$ cat src/rtl/sopc_intc_pkg.sv
// rtl/sopc_intc_pkg.sv - shared constants and types for the interrupt controller
package sopc_intc_pkg;

  // Source counts: five external lines plus the timer on the top bit
  localparam int NUM_EXT_IRQ = 5;
  localparam int NUM_INT     = 6;
  localparam int TIMER_BIT   = 5;

  // Byte offsets of the register map
  localparam logic [4:0] OFF_PEND  = 5'h00;
  localparam logic [4:0] OFF_MASK  = 5'h04;
  localparam logic [4:0] OFF_MODE  = 5'h08;
  localparam logic [4:0] OFF_TCMP  = 5'h0C;
  localparam logic [4:0] OFF_TCNT  = 5'h10;
  localparam logic [4:0] OFF_TCTRL = 5'h14;

  // Word selects as seen on addr[4:2]
  localparam logic [2:0] SEL_PEND  = OFF_PEND[4:2];
  localparam logic [2:0] SEL_MASK  = OFF_MASK[4:2];
  localparam logic [2:0] SEL_MODE  = OFF_MODE[4:2];
  localparam logic [2:0] SEL_TCMP  = OFF_TCMP[4:2];
  localparam logic [2:0] SEL_TCNT  = OFF_TCNT[4:2];
  localparam logic [2:0] SEL_TCTRL = OFF_TCTRL[4:2];

  // TCTRL field positions
  localparam int TCTRL_EN_BIT   = 0;
  localparam int TCTRL_AUTO_BIT = 1;

  // Compare register comes out of reset at all-ones so an enabled timer runs the full range
  localparam logic [31:0] TCMP_RESET = 32'hFFFF_FFFF;

  typedef struct packed {
    logic auto_rl;
    logic en;
  } tctrl_t;

endpackage

$ cat src/rtl/intc_sync_edge.sv
// rtl/intc_sync_edge.sv - two-flop synchronizer with rising-edge detect for one irq line
module intc_sync_edge (
  input  logic clk,
  input  logic rst,
  input  logic irq,
  output logic level,
  output logic irq_edge
);

  logic s1, s2, s3;

  // s1/s2 resolve metastability, s3 delays s2 by one cycle for the edge compare
  always_ff @(posedge clk or negedge rst) begin
    if (!rst) begin
      s1 <= 1'b0;
      s2 <= 1'b0;
      s3 <= 1'b0;
    end else begin
      s1 <= irq;
      s2 <= s1;
      s3 <= s2;
    end
  end

  assign level    = s2;
  assign irq_edge = s2 & ~s3;

endmodule

$ cat src/rtl/sopc_intc.sv
// rtl/sopc_intc.sv - interrupt controller with pending/mask/mode registers and a compare timer
module sopc_intc
  import sopc_intc_pkg::*;
(
  input  logic                   clk,
  input  logic                   rst,
  input  logic                   ce_i,
  input  logic                   we_i,
  input  logic [4:0]             addr_i,
  input  logic [31:0]            data_i,
  output logic [31:0]            data_o,
  input  logic [NUM_EXT_IRQ-1:0] irq_i,
  output logic [NUM_INT-1:0]     int_o
);

  logic [NUM_INT-1:0]     pend, pend_next;
  logic [NUM_INT-1:0]     mask;
  logic [NUM_INT-1:0]     mode;
  logic [31:0]            tcmp;
  logic [31:0]            tcnt, tcnt_next;
  tctrl_t                 tctrl, tctrl_next;
  logic [NUM_EXT_IRQ-1:0] sync_level, sync_edge;
  logic [31:0]            rdata;
  logic [NUM_INT-1:0]     w1c;
  logic [2:0]             sel;
  logic                   wr_en, rd_en;
  logic                   wr_pend, wr_mask, wr_mode, wr_tcmp, wr_tcnt, wr_tctrl;
  logic                   match;
  logic                   addr_unused;

  for (genvar g = 0; g < NUM_EXT_IRQ; g++) begin : g_sync
    intc_sync_edge u_sync (
      .clk      (clk),
      .rst      (rst),
      .irq      (irq_i[g]),
      .level    (sync_level[g]),
      .irq_edge (sync_edge[g])
    );
  end

  // Register decode: byte lanes are ignored, only the word select matters
  assign sel         = addr_i[4:2];
  assign addr_unused = ^addr_i[1:0];
  assign wr_en       = ce_i & we_i;
  assign rd_en       = ce_i & ~we_i;
  assign wr_pend     = wr_en && (sel == SEL_PEND);
  assign wr_mask     = wr_en && (sel == SEL_MASK);
  assign wr_mode     = wr_en && (sel == SEL_MODE);
  assign wr_tcmp     = wr_en && (sel == SEL_TCMP);
  assign wr_tcnt     = wr_en && (sel == SEL_TCNT);
  assign wr_tctrl    = wr_en && (sel == SEL_TCTRL);
  assign w1c         = wr_pend ? data_i[NUM_INT-1:0] : '0;

  // A match only counts while the timer is running
  assign match = tctrl.en && (tcnt == tcmp);

  // Pending update: edge bits latch until cleared (set wins over clear), level bits mirror the line
  always_comb begin
    pend_next = pend;
    for (int i = 0; i < NUM_EXT_IRQ; i++) begin
      if (mode[i]) begin
        pend_next[i] = (pend[i] & ~w1c[i]) | sync_edge[i];
      end else begin
        pend_next[i] = sync_level[i];
      end
    end
    pend_next[TIMER_BIT] = (pend[TIMER_BIT] & ~w1c[TIMER_BIT]) | match;
  end

  // Timer next state: bus writes override increment, reload and the one-shot stop
  always_comb begin
    tcnt_next  = tcnt;
    tctrl_next = tctrl;
    if (wr_tcnt) begin
      tcnt_next = data_i;
    end else if (match) begin
      tcnt_next = tctrl.auto_rl ? 32'd0 : tcnt;
    end else if (tctrl.en) begin
      tcnt_next = tcnt + 32'd1;
    end
    if (wr_tctrl) begin
      tctrl_next.en      = data_i[TCTRL_EN_BIT];
      tctrl_next.auto_rl = data_i[TCTRL_AUTO_BIT];
    end else if (match && !tctrl.auto_rl) begin
      tctrl_next.en = 1'b0;
    end
  end

  // Architectural state: pending, mask, mode and timer registers
  always_ff @(posedge clk or negedge rst) begin
    if (!rst) begin
      pend  <= '0;
      mask  <= '0;
      mode  <= '0;
      tcmp  <= TCMP_RESET;
      tcnt  <= '0;
      tctrl <= '0;
    end else begin
      pend  <= pend_next;
      tcnt  <= tcnt_next;
      tctrl <= tctrl_next;
      if (wr_mask) mask <= data_i[NUM_INT-1:0];
      if (wr_mode) mode <= data_i[NUM_INT-1:0];
      if (wr_tcmp) tcmp <= data_i;
    end
  end

  // Read mux; unimplemented bits and the two unmapped words return zero
  always_comb begin
    rdata = '0;
    case (sel)
      SEL_PEND:  rdata[NUM_INT-1:0] = pend;
      SEL_MASK:  rdata[NUM_INT-1:0] = mask;
      SEL_MODE:  rdata[NUM_INT-1:0] = mode;
      SEL_TCMP:  rdata = tcmp;
      SEL_TCNT:  rdata = tcnt;
      SEL_TCTRL: begin
        rdata[TCTRL_EN_BIT]   = tctrl.en;
        rdata[TCTRL_AUTO_BIT] = tctrl.auto_rl;
      end
      default:   rdata = '0;
    endcase
  end

  // Read data is registered and held between reads
  always_ff @(posedge clk or negedge rst) begin
    if (!rst) begin
      data_o <= '0;
    end else if (rd_en) begin
      data_o <= rdata;
    end
  end

  // CPU interrupt lines are registered from the masked pending bits
  always_ff @(posedge clk or negedge rst) begin
    if (!rst) begin
      int_o <= '0;
    end else begin
      int_o <= pend & mask;
    end
  end

endmodule

$ cat config.mk
export PLATFORM = sky130hd
export DESIGN_NAME = sopc_intc
export DESIGN_NICKNAME = d
export VERILOG_FILES = /design/src/rtl/sopc_intc_pkg.sv /design/src/rtl/intc_sync_edge.sv /design/src/rtl/sopc_intc.sv
export SDC_FILE = /design/constraint.sdc
export NUM_CORES = 1
export LEC_CHECK = 0
export CORE_ASPECT_RATIO = 0.7
export CORE_UTILIZATION = 51
export CTS_CLUSTER_SIZE = 8
export DETAILED_ROUTE_END_ITERATION = 16
export GPL_TIMING_DRIVEN = 0
export PLACE_DENSITY = 0.77
export SYNTH_ARGS = -nofsm -noshare
export SYNTH_HDL_FRONTEND = slang
export SYNTH_SLANG_ARGS = --single-unit
$ cat constraint.sdc
create_clock -name clk -period 1.9 [get_ports clk]
set_input_delay 0.475 -clock clk [delete_from_list [all_inputs] [get_ports clk]]
set_output_delay 0.475 -clock clk [all_outputs]
set_load 0.05 [all_outputs]
==> Word-level counts from Yosys, hierarchy flattened <==
Cells that the tools add are included.
{ "word_totals": {"regBits": 137, "out_inout_bits": 38, "wordCells": 92} }
{ "op_classes": {"n_reduce_logical": 13, "n_eq_ne": 7, "bitwise": 32, "n_addsub": 1, "muxes": 15} }
{ "ops": {"columns": ["cell", "count"], "rows": [
  ["two-way mux 32 bit", 4],
  ["case mux 26 bit (2 select lines)", 1],
  ["adder 32 x 1 -> 32 bit (second input constant)", 1],
  ["== test 32 bit", 1],
  ["case mux 4 bit (5 select lines)", 1],
  ["bitwise AND 1 bit", 13],
  ["inverter 1 bit", 12],
  ["case mux 2 bit (6 select lines)", 1],
  ["logical AND 1 bit", 8],
  ["two-way mux 1 bit", 7],
  ["bitwise AND 6 bit", 1],
  ["== test 3 x 2 -> 1 bit (second input constant)", 2],
  ["== test 3 bit (second input constant)", 2],
  ["two-way mux 6 bit", 1],
  ["bitwise OR 1 bit", 6],
  ["== test 3 x 1 -> 1 bit (second input constant)", 1],
  ["zero test 3 bit", 1],
  ["!= test 3 bit (second input constant)", 1],
  ["nonzero test 3 bit", 1],
  ["AND reduction 2 bit", 1],
  ["nonzero test 2 bit", 1],
  ["zero test 1 bit", 1]
]} }

==> Logic depth before layout (Yosys ltp) <==
{ "depth": {"word_depth": 7, "mapped_depth": 8} }

==> Modules after synthesis <==
Synthesis repeated with hierarchy kept, for this count alone.
{ "hier_totals": {"hier_cells": 696, "hier_area_um2": 7175.6} }
{ "by_module_without_submodules": {"columns": ["module", "cells_each", "area_each_um2", "n_inst"], "rows": [
  ["sopc_intc", 676, 6731.5, 1],
  ["intc_sync_edge", 4, 88.8, 5]
]} }

==> Worst setup path after synthesis <==
No wires, ideal clock.
{ "synth_path": {"path_kind": "input to register", "from": "input port addr_i[4]", "to": "register tcmp[10]", "setup_time_ps": 82, "path_slack_ps": -213, "stages": 8, "arrival_time_ps": 2031, "required_time_ps": 1818, "path_buffers": 4, "path_cell_list": "buf_2 > and2b_1 > and2_1 > buf_2 > nor2b_1 > clkbuf_1 > buf_2 > mux2_2"} }
{ "synth_between": {"elab_chain_len": 2} }
{ "synth_rtl": {"columns": ["element", "line_no", "source"], "rows": [
  ["start: declaration", "sopc_intc.sv:9", "input logic [4:0] addr_i,"],
  ["== test 3 x 2 -> 1 bit", "sopc_intc.sv:49", "assign wr_tcmp = wr_en && (sel == SEL_TCMP);"],
  ["logical AND 1 bit", "sopc_intc.sv:49", null],
  ["end signal: assignment", "sopc_intc.sv:104", "if (wr_tcmp) tcmp <= data_i;"],
  ["end: declaration", "sopc_intc.sv:19", "logic [31:0] tcmp;"]
]} }
No other way between the ends.
A chain may end at the register's enable or synchronous reset.

==> Worst setup path after layout <==
{ "layout_path": {"from": "register tcnt[9]", "to": "register tcnt[1]"} }
{ "layout_between": {"elab_chain_len": 4} }
{ "layout_rtl": {"columns": ["element", "line_no", "source"], "rows": [
  ["start: declaration", "sopc_intc.sv:20", "logic [31:0] tcnt, tcnt_next;"],
  ["start signal: assignment", "sopc_intc.sv:100", "tcnt <= tcnt_next;"],
  ["== test 32 bit (*)", "sopc_intc.sv:55", "assign match = tctrl.en && (tcnt == tcmp);"],
  ["logical AND 1 bit (*)", "sopc_intc.sv:55", null],
  ["!= test 3 bit (no source line) (tied with other cells)", null, null],
  ["AND reduction 2 bit (no source line) / two-way mux 32 bit (equally long branches)", null, null]
]} }
Mark *: on every way between the ends. The rest lies on a longest branch, timed or not.

==> summary.txt <==
Worst setup path
  • CP Class: reg2reg
  • Critical path's slowest cell: dfrtp_2
  • Crit path buffers/inverters: 3
  • Worst r2r src: tcnt[9]
  • Startpoint types: flip-flop
  • Most numerous cell on the critical path: buf_6
  • Critical Path, Cell by Cell: xor2_1 > nor4_1 > nand4_1 > buf_6 > o31ai_4 > buf_6 > buf_8 > a2bb2oi_2 > o21ai_1
  • Critical Path Fanout Max: 6
  • Worst path max stage delay: 0.48 ns
  • CP Capture Type: flip-flop
  • Arr. time, crit path: 2.71 ns
  • Crit path from: tcnt[9]
  • CP top delay family: simple AND/OR/NAND/NOR gates
  • Crit path required time: 2.23 ns

Power
  • Static Leak: 4.07 nW
  • Peak supply drop: 0.843 mV
  • PwrDens: 1420 nW/um2

Clock tree
  • Clock Tree Root: clkbuf_16
  • H-tree Lvls: 4
  • CTS tree: built
  • Clk slew on worst S/H paths: 0.06 ns
  • Clk Latency, worst-skew pair: 0.42 ns
  • Total CTS buffers: 17
  • Max Root-Sink Buffers: 2
  • # clock sinks: 137

Timing
  • Max frequency: 421 MHz
  • Slew headroom: 55.4%
  • Clock period minus worst slack: 2.38 ns
  • WHS: 0.348 ns
  • Final Cycle Share: 125%
  • RSZ-0062 raised after global routing: yes
  • Setup Skew: 0.0126 ns
  • Final worst setup slack: -0.476 ns
  • Pins Over Slew Limit: 0
  • Final Hold Viols: 0
  • # setup viols final: 34
  • Worst-Margin Slew: 0.669 ns

Placement
  • Final GP Congestion: 0.916
  • Placed wire-length estimate: 13,800 um
  • I/O Buffers: 79
  • Dpl ws: -1.13 ns

Floorplan
  • Initial Util: 52.8%
  • Row cnt: 35
  • Die height: 100 um
  • Num ports: 84
  • Die area: 14,300 um2
  • Core Footprint: 13,300 um2
  • Die Wd: 142 um

Route
  • Vias: 6,316
  • DR WL/cell: 21.7 um
  • DRT Wirelength: 22,200 um
  • Antenna Nets Post-Route: 0
  • Iteration count of the initial detailed-routing pass: 6
  • Initial DRC count: 815
  • Via density: 6.17
  • DRC Markers: 0

Synthesis
  • Synthesized flop and latch total: 137
  • Synth warn: 0
  • Syn avg cell area: 10.4 um2
  • Ys async rst share: 100%
  • Synth Flop Type: dfrtp_1
  • Post-synth cell types: 55
  • Sequential share of the synthesized area: 49.4%
  • Syn Std Cell Area: 7030 um2
  • Number of synthesized flops with an enable pin: 0
  • Syn Nets: 725
  • Cells after Synth: 678

Layout
  • Footprint of the multi-input gates: 3710 um2
  • Flip-flop and latch area: 3480 um2
  • Layout cells sized above 1: 34.0%
  • Fin nets: 873
  • Number of fill cells: 926
  • Commonest non-fill, non-tap cell in the layout: dfrtp_1
  • Util after Layout: 73.4%
  • Most frequent cells in the layout: 96 x dfrtp_1, 84 x nand2_1, 47 x buf_4, 39 x dlygate4sd2_1, 39 x clkdlybuf4s50_1
  • Antenna diode count: 0
  • Area grow syn2layout: 39.0%

Min path
  • Hold Startpoint: g_sync[0].u_sync.s1
  • Hold WC Path Type: reg2reg

Global routing
  • Initial antenna violation count: 0
  • GRT Residual Overflow: 0
  • Gr usage total: 31.3%
  • First-pass GRT wire length: 33,300 um
  • Pin count of the biggest net entering global routing: 101
  • Vias in the first global route: 6,167

Job
  • Max-cap violations: 0

Status
  • Failing checks: setup timing
  • Status: finished, violations left
## flip-flops by register name, indices dropped and copies added (netlist names)
signal and cells:
g_sync.u_sync.level 5, g_sync.u_sync.s1 5, mode 6, pend 6
tcnt 32, tctrl 2, g_sync.u_sync.s3 5, tcmp 32
data_o 32, mask 6, int_o 6
## synth_stat cells (21+ instances only)
| cell type | number | area, um2 |
|---|---|---|
| mux2i_1 | 23 | 230 |
| mux2_2 | 49 | 552 |
| o21ai_0 | 37 | 185 |
| a2bb2oi_1 | 22 | 193 |
| a22oi_1 | 34 | 255 |
| nor2_1 | 33 | 124 |
| buf_2 | 26 | 130 |
| dfrtp_1 | 105 | 2630 |
| dfstp_2 | 32 | 841 |
| xor2_1 | 32 | 280 |
| a21oi_1 | 21 | 105 |
| clkbuf_1 | 26 | 97.6 |
| nand2_1 | 89 | 334 |
## power breakdown
group | internal (W) | switching, W | total (W)
combinational | 0.00263 | 0.00332 | 0.00595
clock | 0.00237 | 0.00140 | 0.00376
sequential | 0.00364 | 0.000551 | 0.00420
## layer usage
metal | track usage (%) | share of wire, %
met3 | 8.40 | 9.9
met4 | 12.7 | 3.1
met5 | 0 | 0
met1 | 42.4 | 41
met2 | 47.9 | 46
## path summary, 6_finish.rpt
kind,slack (ns),depth (start not counted),to
hold reg to reg,0.35,0,g_sync[0].u_sync.level
min in group asynchronous,0.52,2,data_o[3]
hold / removal,0.35,0,g_sync[0].u_sync.level
setup reg to reg,-0.48,9,tcnt[1]
max in group asynchronous,0.53,3,tcnt[29]
setup / recovery,-0.48,9,tcnt[1]
## worst register-to-register path, cell delays in order, from the launching register on
cell and delay [ns]:
dfrtp_2 0.48, xor2_1 0.23, nor4_1 0.42, nand4_1 0.19, buf_6 0.17, o31ai_4 0.26
buf_6 0.19, buf_8 0.15, a2bb2oi_2 0.06, o21ai_1 0.15
## cell families after synthesis
| kind of cell | count (synthesis) | share of synthesized area [%] |
|---|---|---|
| adders and majority gates | 1 | 0.178 |
| buffers and inverters | 64 | 4.06 |
| AOI/OAI and AO/OA | 169 | 16.3 |
| muxes | 73 | 11.4 |
| and+or+nand+nor | 202 | 14.6 |
| DFF | 137 | 49.4 |
| xor gates and xnor gates | 32 | 3.99 |
## metrics by stage
step / area [um2] / total power [W] / std cells / setup TNS, ns
final: 9770 / 0.0139 / 1024 / -13.48
after global routing: 9770 / 0.0144 / 1024 / -15.77
after CTS: 9540 / 0.0131 / 1012 / -6.31
after detailed placement: 8330 / 0.00859 / 943 / -68.29
after global placement: 8300 / 0.00842 / 942 / -673.70
after floorplan: 7280 / 0.00734 / 678 / -0.954
## area by class of cell
type                            instances  share of cell area [%]
Multi-Input combinational cell        477                    38.0
Inverter                                5                   0.192
Buffer                                 54                    4.41
Sequential cell                       137                    35.6
Timing Repair Buffer                  134                    12.6
Clock buffer                           17                    4.36
Clock inverter                         15                    2.45
Tap cell                              185                    2.37
## timing repair
| action | CTS | global route |
|---|---|---|
| setup buffers | 35 | 17 |
| gates resized for setup | 108 | 36 |
| setup endpoints to repair | 119 | 102 |
| hold buffers | 1 | 0 |
| pin swaps | 29 | 15 |
| cloned | 3 | 0 |
| endpoints found under the hold margin | 28 | 0 |
(Power assumes the default switching activity.)
